===== src/rtl/mpu_store_serializer_if.sv =====
// Store-side bus of the MPU matrix register file reader: request handshake,
// register-file address/data, and the element stream toward writeback.
interface mpu_store_serializer_if;
    localparam int FP              = 32;
    localparam int M               = 3;
    localparam int N               = 3;
    localparam int MBITS           = 2;
    localparam int NBITS           = 2;
    localparam int MATRIX_REG_SIZE = 2;

    logic                              store_req;
    logic [MATRIX_REG_SIZE-1:0]        store_addr;
    logic                              store_ready;
    logic [MATRIX_REG_SIZE-1:0]        reg_store_addr;
    logic [M-1:0][N-1:0][FP-1:0]       matrix_in;
    logic                              elem_valid;
    logic                              elem_ready;
    logic [FP-1:0]                     elem_out;
    logic [MBITS:0]                    elem_m;
    logic [NBITS:0]                    elem_n;
    logic                              elem_last;
    logic                              store_done;

    // Serializer side
    modport master (
        input  store_req, store_addr, matrix_in, elem_ready,
        output store_ready, reg_store_addr, elem_valid, elem_out,
               elem_m, elem_n, elem_last, store_done
    );

    // Register file / requester / downstream side
    modport slave (
        output store_req, store_addr, matrix_in, elem_ready,
        input  store_ready, reg_store_addr, elem_valid, elem_out,
               elem_m, elem_n, elem_last, store_done
    );
endinterface


===== src/rtl/mpu_store_serializer.sv =====
// Reads one matrix register out of the register file, snapshots it into a
// local buffer, and streams it element by element in row-major order.
module mpu_store_serializer #(
    parameter int READ_LAT = 1
) (
    input  logic                    clk,
    input  logic                    rst,
    mpu_store_serializer_if.master  bus
);
    localparam int FP              = 32;
    localparam int M               = 3;
    localparam int N               = 3;
    localparam int MBITS           = 2;
    localparam int NBITS           = 2;
    localparam int MATRIX_REG_SIZE = 2;
    localparam int NE              = M * N;
    localparam int IW              = $clog2(NE);
    localparam int MW              = MBITS + 1;
    localparam int NW              = NBITS + 1;

    typedef enum logic [1:0] {
        S_IDLE,
        S_FETCH,
        S_LATCH,
        S_STREAM
    } state_t;

    state_t                     r_state;
    state_t                     w_state_next;
    logic [2:0]                 r_wait;
    logic [MATRIX_REG_SIZE-1:0] r_addr;
    logic [MW-1:0]              r_m;
    logic [NW-1:0]              r_n;
    logic [IW-1:0]              r_idx;
    logic                       r_done;
    logic [FP-1:0]              r_buf [NE];

    logic                       w_stream;
    logic                       w_hs;
    logic                       w_at_last;
    logic [NE-1:0][FP-1:0]      w_mat;

    // Packed [m][n] layout flattens to linear index m*N+n
    assign w_mat     = bus.matrix_in;
    assign w_stream  = (r_state == S_STREAM);
    assign w_hs      = w_stream & bus.elem_ready;
    assign w_at_last = (r_idx == IW'(NE - 1));

    // State register
    always_ff @(posedge clk) begin
        if (rst) r_state <= S_IDLE;
        else     r_state <= w_state_next;
    end

    // Next-state decode
    always_comb begin
        w_state_next = r_state;
        case (r_state)
            S_IDLE:   if (bus.store_req) w_state_next = S_FETCH;
            S_FETCH:  if (r_wait == 3'(READ_LAT - 1)) w_state_next = S_LATCH;
            S_LATCH:  w_state_next = S_STREAM;
            S_STREAM: if (w_hs && w_at_last) w_state_next = S_IDLE;
            default:  w_state_next = S_IDLE;
        endcase
    end

    // Address latch, read-latency counter, element indices and done pulse
    always_ff @(posedge clk) begin
        if (rst) begin
            r_wait <= '0;
            r_addr <= '0;
            r_m    <= '0;
            r_n    <= '0;
            r_idx  <= '0;
            r_done <= 1'b0;
        end else begin
            r_done <= 1'b0;
            case (r_state)
                S_IDLE: begin
                    if (bus.store_req) begin
                        r_addr <= bus.store_addr;
                        r_wait <= '0;
                    end
                end
                S_FETCH: r_wait <= r_wait + 3'd1;
                S_LATCH: begin
                    r_m   <= '0;
                    r_n   <= '0;
                    r_idx <= '0;
                end
                S_STREAM: begin
                    if (w_hs) begin
                        if (w_at_last) begin
                            r_done <= 1'b1;
                            r_m    <= '0;
                            r_n    <= '0;
                            r_idx  <= '0;
                        end else begin
                            r_idx <= r_idx + IW'(1);
                            if (r_n == NW'(N - 1)) begin
                                r_n <= '0;
                                r_m <= r_m + MW'(1);
                            end else begin
                                r_n <= r_n + NW'(1);
                            end
                        end
                    end
                end
                default: ;
            endcase
        end
    end

    // Snapshot the whole matrix in the latch cycle; later register-file
    // writes cannot disturb the stream
    generate
        for (genvar gi = 0; gi < NE; gi++) begin : g_buf
            always_ff @(posedge clk) begin
                if (r_state == S_LATCH) r_buf[gi] <= w_mat[gi];
            end
        end
    endgenerate

    assign bus.store_ready    = (r_state == S_IDLE);
    assign bus.reg_store_addr = r_addr;
    assign bus.elem_valid     = w_stream;
    assign bus.elem_out       = w_stream ? r_buf[r_idx] : '0;
    assign bus.elem_m         = r_m;
    assign bus.elem_n         = r_n;
    assign bus.elem_last      = w_stream & w_at_last;
    assign bus.store_done     = r_done;
endmodule


===== src/flat_wrapper.sv =====
// flat-port wrapper written by rule: the top's interface ports become plain ports
module mpu_store_serializer_flat 
#(
    parameter int READ_LAT = 1
)
  (clk, rst, bus_store_req, bus_store_addr, bus_matrix_in, bus_elem_ready, bus_store_ready, bus_reg_store_addr, bus_elem_valid, bus_elem_out, bus_elem_m, bus_elem_n, bus_elem_last, bus_store_done);
  mpu_store_serializer_if bus_i ();
  input  logic clk;
  input  logic rst;
  input wire logic [$bits(bus_i.store_req)-1:0] bus_store_req;
  input wire logic [$bits(bus_i.store_addr)-1:0] bus_store_addr;
  input wire logic [$bits(bus_i.matrix_in)-1:0] bus_matrix_in;
  input wire logic [$bits(bus_i.elem_ready)-1:0] bus_elem_ready;
  output wire logic [$bits(bus_i.store_ready)-1:0] bus_store_ready;
  output wire logic [$bits(bus_i.reg_store_addr)-1:0] bus_reg_store_addr;
  output wire logic [$bits(bus_i.elem_valid)-1:0] bus_elem_valid;
  output wire logic [$bits(bus_i.elem_out)-1:0] bus_elem_out;
  output wire logic [$bits(bus_i.elem_m)-1:0] bus_elem_m;
  output wire logic [$bits(bus_i.elem_n)-1:0] bus_elem_n;
  output wire logic [$bits(bus_i.elem_last)-1:0] bus_elem_last;
  output wire logic [$bits(bus_i.store_done)-1:0] bus_store_done;
  assign bus_i.store_req = bus_store_req;
  assign bus_i.store_addr = bus_store_addr;
  assign bus_i.matrix_in = bus_matrix_in;
  assign bus_i.elem_ready = bus_elem_ready;
  assign bus_store_ready = bus_i.store_ready;
  assign bus_reg_store_addr = bus_i.reg_store_addr;
  assign bus_elem_valid = bus_i.elem_valid;
  assign bus_elem_out = bus_i.elem_out;
  assign bus_elem_m = bus_i.elem_m;
  assign bus_elem_n = bus_i.elem_n;
  assign bus_elem_last = bus_i.elem_last;
  assign bus_store_done = bus_i.store_done;
  mpu_store_serializer #(.READ_LAT(READ_LAT)) u_core (.clk(clk), .rst(rst), .bus(bus_i));
endmodule

===== config.mk =====
export PLATFORM = sky130hd
export DESIGN_NAME = mpu_store_serializer_flat
export DESIGN_NICKNAME = d
export VERILOG_FILES = /design/src/rtl/mpu_store_serializer_if.sv /design/src/rtl/mpu_store_serializer.sv /design/src/flat_wrapper.sv
export SDC_FILE = /design/constraint.sdc
export NUM_CORES = 1
export LEC_CHECK = 0
export ABC_AREA = 1
export ABC_CLOCK_PERIOD_IN_PS = 11000
export BUFFER_PORTS_ARGS = -buffer_cell sky130_fd_sc_hd__buf_2
export CAP_MARGIN = 20
export CORE_ASPECT_RATIO = 1.75
export CORE_MARGIN = 8
export CORE_UTILIZATION = 44
export DETAILED_ROUTE_END_ITERATION = 7
export GPL_TIMING_DRIVEN = 1
export HOLD_SLACK_MARGIN = 0.05
export PLACE_DENSITY = 0.75
export SETUP_SLACK_MARGIN = 0.4
export SLEW_MARGIN = 20
export SYNTH_ARGS = -nofsm -noshare
export SYNTH_HDL_FRONTEND = slang
export SYNTH_SLANG_ARGS = --single-unit

===== constraint.sdc =====
create_clock -name clk -period 11 [get_ports clk]
set_clock_uncertainty 0.15 [all_clocks]
set_input_delay 0.55 -clock clk [delete_from_list [all_inputs] [get_ports clk]]
set_output_delay 0.55 -clock clk [all_outputs]
set_load 0.02 [all_outputs]

**Word-level counts from Yosys, hierarchy flattened**

Memory sizes are Yosys's and may differ from the RTL's. A register that Yosys moved wholly into a read port is not among the register bits.
Index checks and enable logic that the tools add are counted.

- Register bits: 18
- RAM bits: 288
- Output and inout port bits: 44
- Logic and storage cells: 60
- Memories kept: 1

Memory list:

| name | depth | bits a word | rd ports | clocked after memory_dff | wr ports | line | source |
|---|---|---|---|---|---|---|---|
| u_core.r_buf | 9 | 32 | 1 | 1 | 9 | mpu_store_serializer.sv:36 | `logic [FP-1:0] r_buf [NE];` |

- $add $sub $neg: 4
- Equal/unequal tests: 10
- Muxes and demuxes: 23
- Bitwise operators: 4
- Reduce and logical (&&, ||, !) cells: 11

Operator list:

| operator | count |
|---|---|
| $mux 32 | 1 |
| $mux 3 | 7 |
| $pmux 3 s2 | 3 |
| $mux 4 | 4 |
| $add 3x1->3 const B | 3 |
| $pmux 2 s4 | 1 |
| $pmux 4 s2 | 1 |
| $mux 2 | 3 |
| $ne 2x2->1 const B | 3 |
| $reduce_and 2->1 | 3 |
| $reduce_and 3->1 | 2 |
| $add 4x1->4 const B | 1 |
| $eq 2x2->1 const B | 2 |
| $eq 4x4->1 const B | 1 |
| $reduce_bool 2->1 | 2 |
| $eq 3x2->1 const B | 1 |
| $logic_not 3->1 | 1 |
| $mux 1 | 3 |
| $ne 3x3->1 const B | 1 |
| $reduce_or 3->1 | 1 |
| $and 1x1->1 | 2 |
| $eq 2x1->1 const B | 1 |
| $logic_not 2->1 | 1 |
| $ne 2x1->1 const B | 1 |
| 2 further kinds | 3 |

**Logic depth before layout (Yosys ltp)**

Gate-level depths: netlist of run 1.

- Word-level depth: 6
- Depth in mapped cells: 9
- Gate-level depth less buffers: 9

**Least setup slack after synthesis of run 1**

Ideal clock, no wire load.

- Path kind: register to register
- From: register u_core.r_state[0]
- To: register u_core.r_m[2], in the netlist u_core.bus.elem_m[2]
- Setup time: 109 ps
- Arrival time: 8126 ps
- Required time: 10741 ps
- Path slack: 2615 ps
- Cell stages (with the launch flop): 10
- Buffers on the path: 0
- Clock period less this slack: 8385 ps
- Cell sequence: dfxtp_1 > inv_1 > ha_1 > nand2_1 > nand2_2 > nand2_1 > nand2_1 > nand2_1 > nand2_1 > inv_1

- Longest elaborated chain between the ends: 4
- Elaborated cells between the ends (all ways): 8
- Those cells by class: eq/ne (4); mux (1); bitwise (1); reduce/logical (2)

Ends and longest elaborated chain:

| element | line | source |
|---|---|---|
| start, declared | mpu_store_serializer.sv:28 | `state_t r_state;` |
| start signal, assigned | mpu_store_serializer.sv:52 | `else r_state <= w_state_next;` |
| $eq 2x2->1 | mpu_store_serializer.sv:45, mpu_store_serializer.sv:78 |  |
| $and 1x1->1 | mpu_store_serializer.sv:46 | `assign w_hs = w_stream & bus.elem_ready;` |
| $ne 2x2->1 (no source line) | -- |  |
| $reduce_and 3->1 (no source line) | -- |  |
| end signal, assigned | mpu_store_serializer.sv:102 | `r_m <= r_m + MW'(1);` |
| end, declared | mpu_store_serializer.sv:32 | `logic [MW-1:0] r_m;` |

Several ways; a longest one is shown, not always the timed one.
A chain may end at the register's enable or synchronous reset.

==> results of run 1 <==
==> final cells by class <==
class / count / area [um^2] / area share, %
inverters: 58 / 220.2 / 1.195
clock buffers: 31 / 743.2 / 4.034
diodes: 4 / 10.01 / 0.05433
clock inverters: 21 / 300.3 / 1.630
well taps: 378 / 473.0 / 2.567
repair buffers: 634 / 4637 / 25.17
flip-flops and latches: 310 / 9095 / 49.36
multi-input cells: 667 / 2947 / 15.99
==> final timing paths <==
check / from / to / slack (ns) / cells after the start
setup reg to reg: u_core.r_state[0] / u_core.r_buf[1][13] / 7.40 / 4
hold / removal: bus_store_addr[0] / u_core.bus.reg_store_addr[0] / 0.10 / 3
hold reg to reg: u_core.bus.reg_store_addr[0] / u_core.bus.reg_store_addr[0] / 0.34 / 2
setup / recovery: register / bus_elem_out[29] / 6.85 / 9
==> worst register-to-register path: stages (launching register included) <==
cell and delay, ns:
dfxtp_1 0.35, inv_1 0.13, ha_4 0.66, buf_4 0.87, buf_4 1.01
==> metal layers <==
| metal | vias up | track usage, % | routed length [um] |
|---|---|---|---|
| met5 | - | 0 | 24 |
| met2 | 730 | 44.66 | 23200 |
| met3 | 201 | 4.791 | 3509 |
| li1 | 4971 | - | - |
| met1 | 5235 | 26.13 | 14540 |
| met4 | 4 | 18.00 | 3034 |
==> cell families (layout without fill, tap and decap cells) <==
family | count (synthesis) | in the layout | synth area share [%]
AOI/OAI and AO/OA | 18 | 18 | 0.7114
xor gates and xnor gates | 3 | 3 | 0.2075
adders and majority gates | 9 | 9 | 0.8893
buffers and inverters | 116 | 744 | 5.059
DFF | 310 | 310 | 71.77
other | 0 | 4 | 0
and+or+nand+nor | 637 | 637 | 21.36
==> Yosys cell counts (all sizes together) <==
cell type / number
nand2: 315
edfxtp: 288
nand3: 238
nor2: 81
inv: 58
buf: 45
dfxtp: 22
clkbuf: 13
a21oi: 12
ha: 9
o21ai: 6
nor3: 3
xor2: 3
==> report_power, final <==
group,internal [W],leakage [nW],switching (W),total [W]
clock network,0.000655,0.500,0.000450,0.00110
registers,0.00162,2.84,0.0000817,0.00170
logic,0.000224,4.46,0.000441,0.000665
total,0.00249,7.80,0.000973,0.00347
==> registers in the layout, indices dropped and copies added, names as in the netlist, named ones only <==
signal                     count
u_core.bus.elem_n              3
u_core.bus.reg_store_addr      2
u_core.r_wait                  3
u_core.r_buf                 288
u_core.r_state                 2
u_core.bus.elem_m              3
u_core.r_idx                   4
u_core.bus.store_done          1
==> metrics by stage <==
stage	instance area (um^2)	util [%]	std cells	power, W	hold WS (ns)
floorplan	12660	-	1093	0.002184	0.3103
global placement	14490	50.80	1759	0.002242	0.3115
detailed placement	14490	50.80	1759	0.002267	0.3254
CTS	18420	64.56	2099	0.003438	0.07873
global route	18430	64.60	2103	0.003597	0.1487
finish	18430	64.60	2103	0.003467	0.1043
==> results.sh, run 1 <==
export IMPL_grt_overflow=0
export IMPL_critical_path_arrival_ns=3.45
export IMPL_ys_top_cells_by_area="edfxtp_1 (68%), nand3_1 (9.4%), nand2_1 (9.3%)"
export IMPL_pre_cts_ws_ns=7.411
export IMPL_min_period_ns=4.151
export IMPL_cp_data_required_time_ns=10.30
export IMPL_crit_slowest_cell="buf_4"
export IMPL_antenna_found_initial=6
export IMPL_synth_top_area_share_pct=68.29
export IMPL_layout_common_cells="buf_2 (337), nand2_1 (314), dlygate4sd3_1 (288), edfxtp_1 (288), nand3_1 (237)"
export IMPL_drv_slew=0
export IMPL_cpPeakStageDelay_ns=0.71
export IMPL_cp_end_kind="primary output"
export IMPL_initial_core_util_pct=44.40
export IMPL_port_buffers=337
export IMPL_layout_nets=2002
export IMPL_area_growth_pct=45.50
export IMPL_rsz0062_at_grt="no"
export IMPL_finalHoldViolations=0
export IMPL_powerDensity_nw_per_um2=188.2
export IMPL_grt_usage_pct=25.23
export IMPL_fin_crit_sh_pct=37.74
export IMPL_cts_repair_resized=0
export IMPL_clock_sinks=310
export IMPL_wirelength_um=44310
export IMPL_status="complete, no violations"
export IMPL_first_pass_iters=7
export IMPL_worst_slack_ns=6.849
export IMPL_grt_max_degree=87
export IMPL_ys_seq_area_share_pct=71.77
export IMPL_ys_ff_latch=310
export IMPL_ios=338
export IMPL_post_cts_buffers=0
export IMPL_post_synth_inst_count=1093
export IMPL_routabilityCongestion=0.8872
export IMPL_post_dp_hpwl_um=23750
export IMPL_fillers=1963
export IMPL_cts_buffer_depth=3
export IMPL_path_cells="inv_4 -> buf_4 -> nand2_1 -> nand3_1 -> nand3_1 -> nand3_1 -> nand2_1 -> inv_1 -> buf_2"
export IMPL_slew_headroom_pct=28.71
export IMPL_cts_tree="done"
export IMPL_leakagePower_nw=7.798
export IMPL_htree_num_levels=1
export IMPL_dieArea_um2=34680
export IMPL_ir_drop_v=0.0001515
export IMPL_crit_top_cell="nand3_1"
export IMPL_path_class="reg2out"
export IMPL_root_buffer="clkbuf_16"
export IMPL_final_setup_tns_ns=0
export IMPL_fp_dieW_um=144.2
export IMPL_grt_pass1_vias=12040
export IMPL_synth_cell_types=20
export IMPL_clk_latency_ns=0.55
export IMPL_critPathMaxFanout=65
export IMPL_final_common_cell="buf_2"
export IMPL_hold_buffers=288
export IMPL_final_antenna_net_count=0
export IMPL_route_detailed_drc=0
export IMPL_coreArea_um2=28520
export IMPL_rows=82
export IMPL_synth_nets=1396
export IMPL_fmax_ghz=0.2409
export IMPL_viasPerCell=5.298
export IMPL_cp_top_family="buffers and inverters"
export IMPL_synth_area_leader_cell="edfxtp_1"
export IMPL_post_drt_wl_per_cell_um=21.07
export IMPL_die_h_um=240.4
export IMPL_synth_warnings=0
export IMPL_path_buf_inv=4
export IMPL_finalSetupViolations=0
export IMPL_drive_gt1_share_pct=23.53
export IMPL_grt_pass1_wl_um=66090
export IMPL_maxCapViolations=0
export IMPL_clk_pin_slew_worst_paths_ns=0.07
export IMPL_hp_class="in2reg"
export IMPL_avgSynthCellArea_um2=11.59
export IMPL_worst_slew_pin_slew_ns=1.069
export IMPL_netlist_area_um2=12660
export IMPL_cts_made_buffers=28
export IMPL_num_vias=11140
export IMPL_start_kind="register"
export IMPL_drt_iter0_markers=908
Note: power is estimated with default switching activity, not from simulation.
==> inputs of run 2 (changes only) <==
--- a/config.mk
+++ b/config.mk
@@ -6,7 +6,7 @@
 export NUM_CORES = 1
 export LEC_CHECK = 0
 export ABC_AREA = 1
-export ABC_CLOCK_PERIOD_IN_PS = 11000
+export ABC_CLOCK_PERIOD_IN_PS = 4100
 export BUFFER_PORTS_ARGS = -buffer_cell sky130_fd_sc_hd__buf_2
 export CAP_MARGIN = 20
 export CORE_ASPECT_RATIO = 1.75
==> constraint.sdc (replaced) <==
create_clock -name clk -period 4.1 [get_ports clk]
set_clock_uncertainty 0.15 [all_clocks]
set_input_delay 0.205 -clock clk [delete_from_list [all_inputs] [get_ports clk]]
set_output_delay 0.205 -clock clk [all_outputs]
set_load 0.02 [all_outputs]
==> results.sh, run 2 (synthesized netlist as in run 1, its figures left out) <==
export IMPL_final_antenna_net_count=0
export IMPL_leakagePower_nw=7.831
export IMPL_clk_pin_slew_worst_paths_ns=0.07
export IMPL_cts_tree="done"
export IMPL_rows=82
export IMPL_fin_crit_sh_pct=82.48
export IMPL_clock_sinks=310
export IMPL_fp_dieW_um=144.2
export IMPL_maxCapViolations=0
export IMPL_ir_drop_v=0.0004024
export IMPL_fmax_ghz=0.2957
export IMPL_finalHoldViolations=0
export IMPL_port_buffers=337
export IMPL_ff2ff_setup_slack_ns=1.62
export IMPL_busiest_layer="met2"
export IMPL_area_growth_pct=46.05
export IMPL_reg2reg_to="u_core.bus.reg_store_addr[1]"
export IMPL_worst_slew_pin_slew_ns=1.087
export IMPL_cp_end_kind="primary output"
export IMPL_cts_repair_resized=0
export IMPL_slew_headroom_pct=27.56
export IMPL_final_setup_tns_ns=0
export IMPL_netSwitchingFraction_pct=28.60
export IMPL_worst_slack_ns=0.7182
export IMPL_critical_path_arrival_ns=3.03
export IMPL_post_drt_wl_per_cell_um=21.35
export IMPL_path_class="reg2out"
export IMPL_fillers=1980
export IMPL_antenna_found_initial=16
export IMPL_drive_gt1_share_pct=23.40
export IMPL_cts_made_buffers=28
export IMPL_root_buffer="clkbuf_16"
export IMPL_start_kind="register"
export IMPL_finalSetupViolations=0
export IMPL_rsz0062_at_grt="no"
export IMPL_p_switching_w=0.002614
export IMPL_pre_cts_ws_ns=1.382
export IMPL_dieArea_um2=34680
export IMPL_hp_class="in2reg"
export IMPL_pwr_share_seq_pct=49.7
export IMPL_grt_overflow=0
export IMPL_first_pass_iters=5
export IMPL_regMostFlops="u_core.r_buf"
export IMPL_cp_data_required_time_ns=3.74
export IMPL_dp_cells=1762
export IMPL_critPathMaxFanout=65
export IMPL_grt_pass1_vias=12190
export IMPL_routabilityCongestion=0.8766
export IMPL_powerDensity_nw_per_um2=494.2
export IMPL_r2r_cells=7
export IMPL_num_vias=11280
export IMPL_met2_usage_pct=44.49
export IMPL_ios=338
export IMPL_viasPerCell=5.318
export IMPL_top_regs="u_core.r_buf x288, u_core.r_idx x4"
export IMPL_endpoint="bus_elem_out[3]"
export IMPL_final_common_cell="buf_2"
export IMPL_coreArea_um2=28520
export IMPL_initial_core_util_pct=44.40
export IMPL_drt_iter0_markers=975
export IMPL_combPwrFrac_pct=20.5
export IMPL_status="complete, no violations"
export IMPL_grt_pass1_wl_um=67160
export IMPL_largest_reg_flops=288
export IMPL_grt_util_met3_pct=6.223
export IMPL_drv_slew=0
export IMPL_die_h_um=240.4
export IMPL_min_period_ns=3.382
export IMPL_final_cells=2120
export IMPL_post_cts_buffers=0
export IMPL_layout_nets=2014
export IMPL_finalPower_w=0.009139
export IMPL_post_dp_hpwl_um=24410
export IMPL_grt_max_degree=80
export IMPL_route_detailed_drc=0
export IMPL_reg2reg_from="u_core.r_state[0]"
export IMPL_htree_num_levels=1
export IMPL_pwr_share_clk_pct=29.8
export IMPL_layout_common_cells="buf_2 (337), nand2_1 (314), dlygate4sd3_1 (297)"
export IMPL_wirelength_um=45250
export IMPL_clk_latency_ns=0.55
export IMPL_p_int_w=0.006525
export IMPL_use_met1_pct=26.16
export IMPL_grt_usage_pct=25.82
export IMPL_cts_buffer_depth=3
==> run 2: changes by cell type in the layout (fill, tap and decap cells not counted), moves of 2 or more <==
cell / before / now
bufinv_16: 7 / 3
buf_12: 0 / 3
dlygate4sd3_1: 288 / 297
clkinvlp_4: 4 / 2
clkbuf_8: 1 / 4
diode_2: 4 / 11
==> run 2: repair_timing <==
item                       in CTS  in global routing
setup endpoints to repair       0                  0
hold endpoints to repair      308                  0
hold buffers                  297                  0
==> run 2: metrics by stage <==
step	util [%]	area [um^2]	hold slack, ns
3_5_place_dp	51.01	14550	0.2331
3_3_place_gp	51.01	14550	0.2318
5_1_grt	64.84	18490	0.1989
4_1_cts	64.75	18470	0.1752
6_report	64.84	18500	0.2114
2_1_floorplan	-	12680	0.1539
==> run 2: power groups by stage <==
stage	clock, W	combinational (W)	sequential [W]
6_report	0.00273	0.00187	0.00454
5_1_grt	0.00286	0.00204	0.00458
4_1_cts	0.00274	0.00181	0.00451
3_5_place_dp	0	0.00157	0.00457
3_3_place_gp	0	0.00153	0.00455
2_1_floorplan	0	0.00104	0.00459
==> run 2: worst min-delay path by stage <==
stage / start / end / slack (ns) / cells after the start
final: bus_matrix_in[33] / u_core.r_buf[1][1] / 0.21 / 2
after global routing: bus_matrix_in[6] / u_core.r_buf[0][6] / 0.20 / 2
after detailed placement: bus_matrix_in[130] / u_core.r_buf[4][2] / 0.23 / 1
after CTS: bus_matrix_in[225] / u_core.r_buf[7][1] / 0.18 / 2
after floorplan: bus_matrix_in[0] / u_core.r_buf[0][0] / 0.15 / 0
after global placement: bus_matrix_in[272] / u_core.r_buf[8][16] / 0.23 / 1
==> run 2: per-layer routing <==
layer / vias up / routed length (um) / part of all wire [%]
met4: 8 / 3571 / 7.9
met3: 243 / 3589 / 7.9
met1: 5271 / 14570 / 32
met5: - / 50 / 0.11
met2: 756 / 23480 / 52
li1: 4997 / - / -
==> run 2: critical path, stage by stage (launching register included) <==
cell and delay (ns):
dfxtp_4 0.73, inv_4 0.43, buf_12 0.33, nand2_1 0.12
nand3_1 0.09, nand3_1 0.15, nand3_1 0.09, nand2_1 0.16
inv_1 0.08, buf_2 0.17
==> run 2: area by class of cell <==
cell class	instances	area, um^2	share of cell area (%)
clock inverters	15	157.7	0.8524
diodes	11	27.53	0.1488
inverters	58	220.2	1.191
repair buffers	646	4787	25.88
clock buffers	35	788.3	4.262
flip-flops and latches	310	9095	49.17
multi-input cells	667	2947	15.93
well taps	378	473.0	2.557
==> inputs of run 3 (changes only) <==
--- a/config.mk
+++ b/config.mk
@@ -6,7 +6,7 @@
 export NUM_CORES = 1
 export LEC_CHECK = 0
 export ABC_AREA = 1
-export ABC_CLOCK_PERIOD_IN_PS = 4100
+export ABC_CLOCK_PERIOD_IN_PS = 3100
 export BUFFER_PORTS_ARGS = -buffer_cell sky130_fd_sc_hd__buf_2
 export CAP_MARGIN = 20
 export CORE_ASPECT_RATIO = 1.75
@@ -15,7 +15,7 @@
 export DETAILED_ROUTE_END_ITERATION = 7
 export GPL_TIMING_DRIVEN = 1
 export HOLD_SLACK_MARGIN = 0.05
-export PLACE_DENSITY = 0.75
+export PLACE_DENSITY = 0.77
 export SETUP_SLACK_MARGIN = 0.4
 export SLEW_MARGIN = 20
 export SYNTH_ARGS = -nofsm -noshare
==> constraint.sdc (replaced) <==
create_clock -name clk -period 3.1 [get_ports clk]
set_clock_uncertainty 0.15 [all_clocks]
set_input_delay 0.155 -clock clk [delete_from_list [all_inputs] [get_ports clk]]
set_output_delay 0.155 -clock clk [all_outputs]
set_load 0.02 [all_outputs]
==> results.sh, run 3 (synthesized netlist as in run 1, its figures left out) <==
export IMPL_viasPerCell=5.343
export IMPL_critical_path_arrival_ns=2.32
export IMPL_ir_drop_v=0.0008246
export IMPL_grt_overflow=0
export IMPL_rsz0062_at_grt="yes"
export IMPL_layout_common_cells="buf_2 (337), nand2_1 (312), dlygate4sd3_1 (296)"
export IMPL_htree_num_levels=1
export IMPL_grt_pass1_vias=12170
export IMPL_layout_nets=2015
export IMPL_finalHoldViolations=0
export IMPL_fp_dieW_um=144.2
export IMPL_drt_iter0_markers=975
export IMPL_cp_end_kind="primary output"
export IMPL_first_pass_iters=6
export IMPL_p_switching_w=0.003499
export IMPL_post_drt_wl_per_cell_um=21.99
export IMPL_die_h_um=240.4
export IMPL_status="complete, no violations"
export IMPL_largest_reg_flops=288
export IMPL_worst_slack_ns=0.4794
export IMPL_grt_usage_pct=26.85
export IMPL_fin_crit_sh_pct=84.54
export IMPL_port_buffers=337
export IMPL_finalSetupViolations=0
export IMPL_initial_core_util_pct=44.40
export IMPL_pwr_share_seq_pct=49.2
export IMPL_slew_headroom_pct=44.95
export IMPL_dieArea_um2=34680
export IMPL_final_setup_tns_ns=0
export IMPL_routabilityCongestion=0.8886
export IMPL_cp_data_required_time_ns=2.79
export IMPL_worst_slew_pin_slew_ns=0.8246
export IMPL_wirelength_um=46540
export IMPL_min_period_ns=2.621
export IMPL_utilization_pct=65.27
export IMPL_regMostFlops="u_core.r_buf"
export IMPL_antenna_found_initial=8
export IMPL_pre_cts_ws_ns=1.027
export IMPL_start_kind="register"
export IMPL_route_detailed_drc=0
export IMPL_clk_pin_slew_worst_paths_ns=0.07
export IMPL_root_buffer="clkbuf_16"
export IMPL_maxCapViolations=0
export IMPL_clk_latency_ns=0.55
export IMPL_fillers=1960
export IMPL_drv_slew=0
export IMPL_powerDensity_nw_per_um2=655.3
export IMPL_ios=338
export IMPL_fmax_ghz=0.3816
export IMPL_grt_pass1_wl_um=68990
export IMPL_finalPower_w=0.01220
export IMPL_rows=82
export IMPL_cts_tree="done"
export IMPL_hp_class="in2reg"
export IMPL_coreArea_um2=28520
export IMPL_clock_sinks=310
export IMPL_grt_max_degree=129
export IMPL_leakagePower_nw=7.889
export IMPL_netSwitchingFraction_pct=28.68
export IMPL_area_growth_pct=47.01
export IMPL_critPathMaxFanout=63
export IMPL_final_common_cell="buf_2"
export IMPL_post_dp_hpwl_um=24700
export IMPL_num_vias=11310
export IMPL_cts_made_buffers=28
export IMPL_top_regs="u_core.r_buf x288, u_core.r_idx x4"
export IMPL_final_antenna_net_count=0
export IMPL_drive_gt1_share_pct=24.02
export IMPL_path_class="reg2out"
export IMPL_cts_buffer_depth=3
export IMPL_p_int_w=0.008701
export IMPL_combPwrFrac_pct=20.7
export IMPL_post_cts_buffers=0
export IMPL_pwr_share_clk_pct=30.1
[run 3: power groups by stage]
stage | clock (W) | combinational (W) | sequential, W
detailed placement | 0 | 0.00212 | 0.00603
global placement | 0 | 0.00204 | 0.00600
CTS | 0.00371 | 0.00243 | 0.00594
floorplan | 0 | 0.00139 | 0.00607
finish | 0.00367 | 0.00253 | 0.00600
global route | 0.00388 | 0.00275 | 0.00605
[run 3: metrics by stage]
| step | area (um^2) | instances | hold WS, ns |
|---|---|---|---|
| global placement | 14630 | 1764 | 0.1813 |
| finish | 18620 | 2116 | 0.1661 |
| floorplan | 12690 | 1093 | 0.1039 |
| detailed placement | 14630 | 1764 | 0.1831 |
| global route | 18610 | 2115 | 0.1494 |
| CTS | 18580 | 2110 | 0.1264 |
[run 3: repair_timing]
| action | CTS | global route |
|---|---|---|
| setup endpoints to repair | 0 | 26 |
| endpoints found under the hold margin | 309 | 0 |
| hold buffers | 296 | 0 |
| resized for setup | 0 | 6 |
[run 3: cell type report]
| class | instances | area, um^2 | share of cell area, % |
|---|---|---|---|
| Tap cell | 378 | 473.0 | 2.540 |
| Multi-Input combinational cell | 667 | 2959 | 15.89 |
| Clock buffer | 38 | 853.3 | 4.584 |
| Sequential cell | 310 | 9097 | 48.87 |
| Inverter | 58 | 225.2 | 1.210 |
| Timing Repair Buffer | 647 | 4861 | 26.11 |
| Clock inverter | 12 | 132.6 | 0.7124 |
| Antenna cell | 6 | 15.01 | 0.08065 |
[run 3: per-layer routing]
layer  vias up  GRT usage [%]  part of all wire, %
li1       5000              -                    -
met1      5263          27.61                   32
met2       777          46.61                   52
met3       260          5.944                  8.0
met4         6          20.31                  8.0
met5         -              0                0.060
[run 3: worst paths after layout]
kind | depth (start not counted) | start | slack, ns | to
worst max-delay path | 9 | register | 0.48 | bus_elem_out[4]
worst min-delay path | 2 | bus_matrix_in[194] | 0.17 | u_core.r_buf[6][2]
worst max register to register | 7 | u_core.r_state[1] | 0.66 | u_core.bus.reg_store_addr[1]
worst min register to register | 2 | u_core.r_wait[1] | 0.34 | u_core.r_wait[1]
[run 3: critical path, stage by stage (launching register included)]
cell and delay [ns]:
dfxtp_4 0.37, inv_6 0.26, buf_16 0.29, nand2_1 0.12
nand3_1 0.15, nand3_1 0.11, nand3_1 0.11, nand2_1 0.09
inv_1 0.07, buf_2 0.16
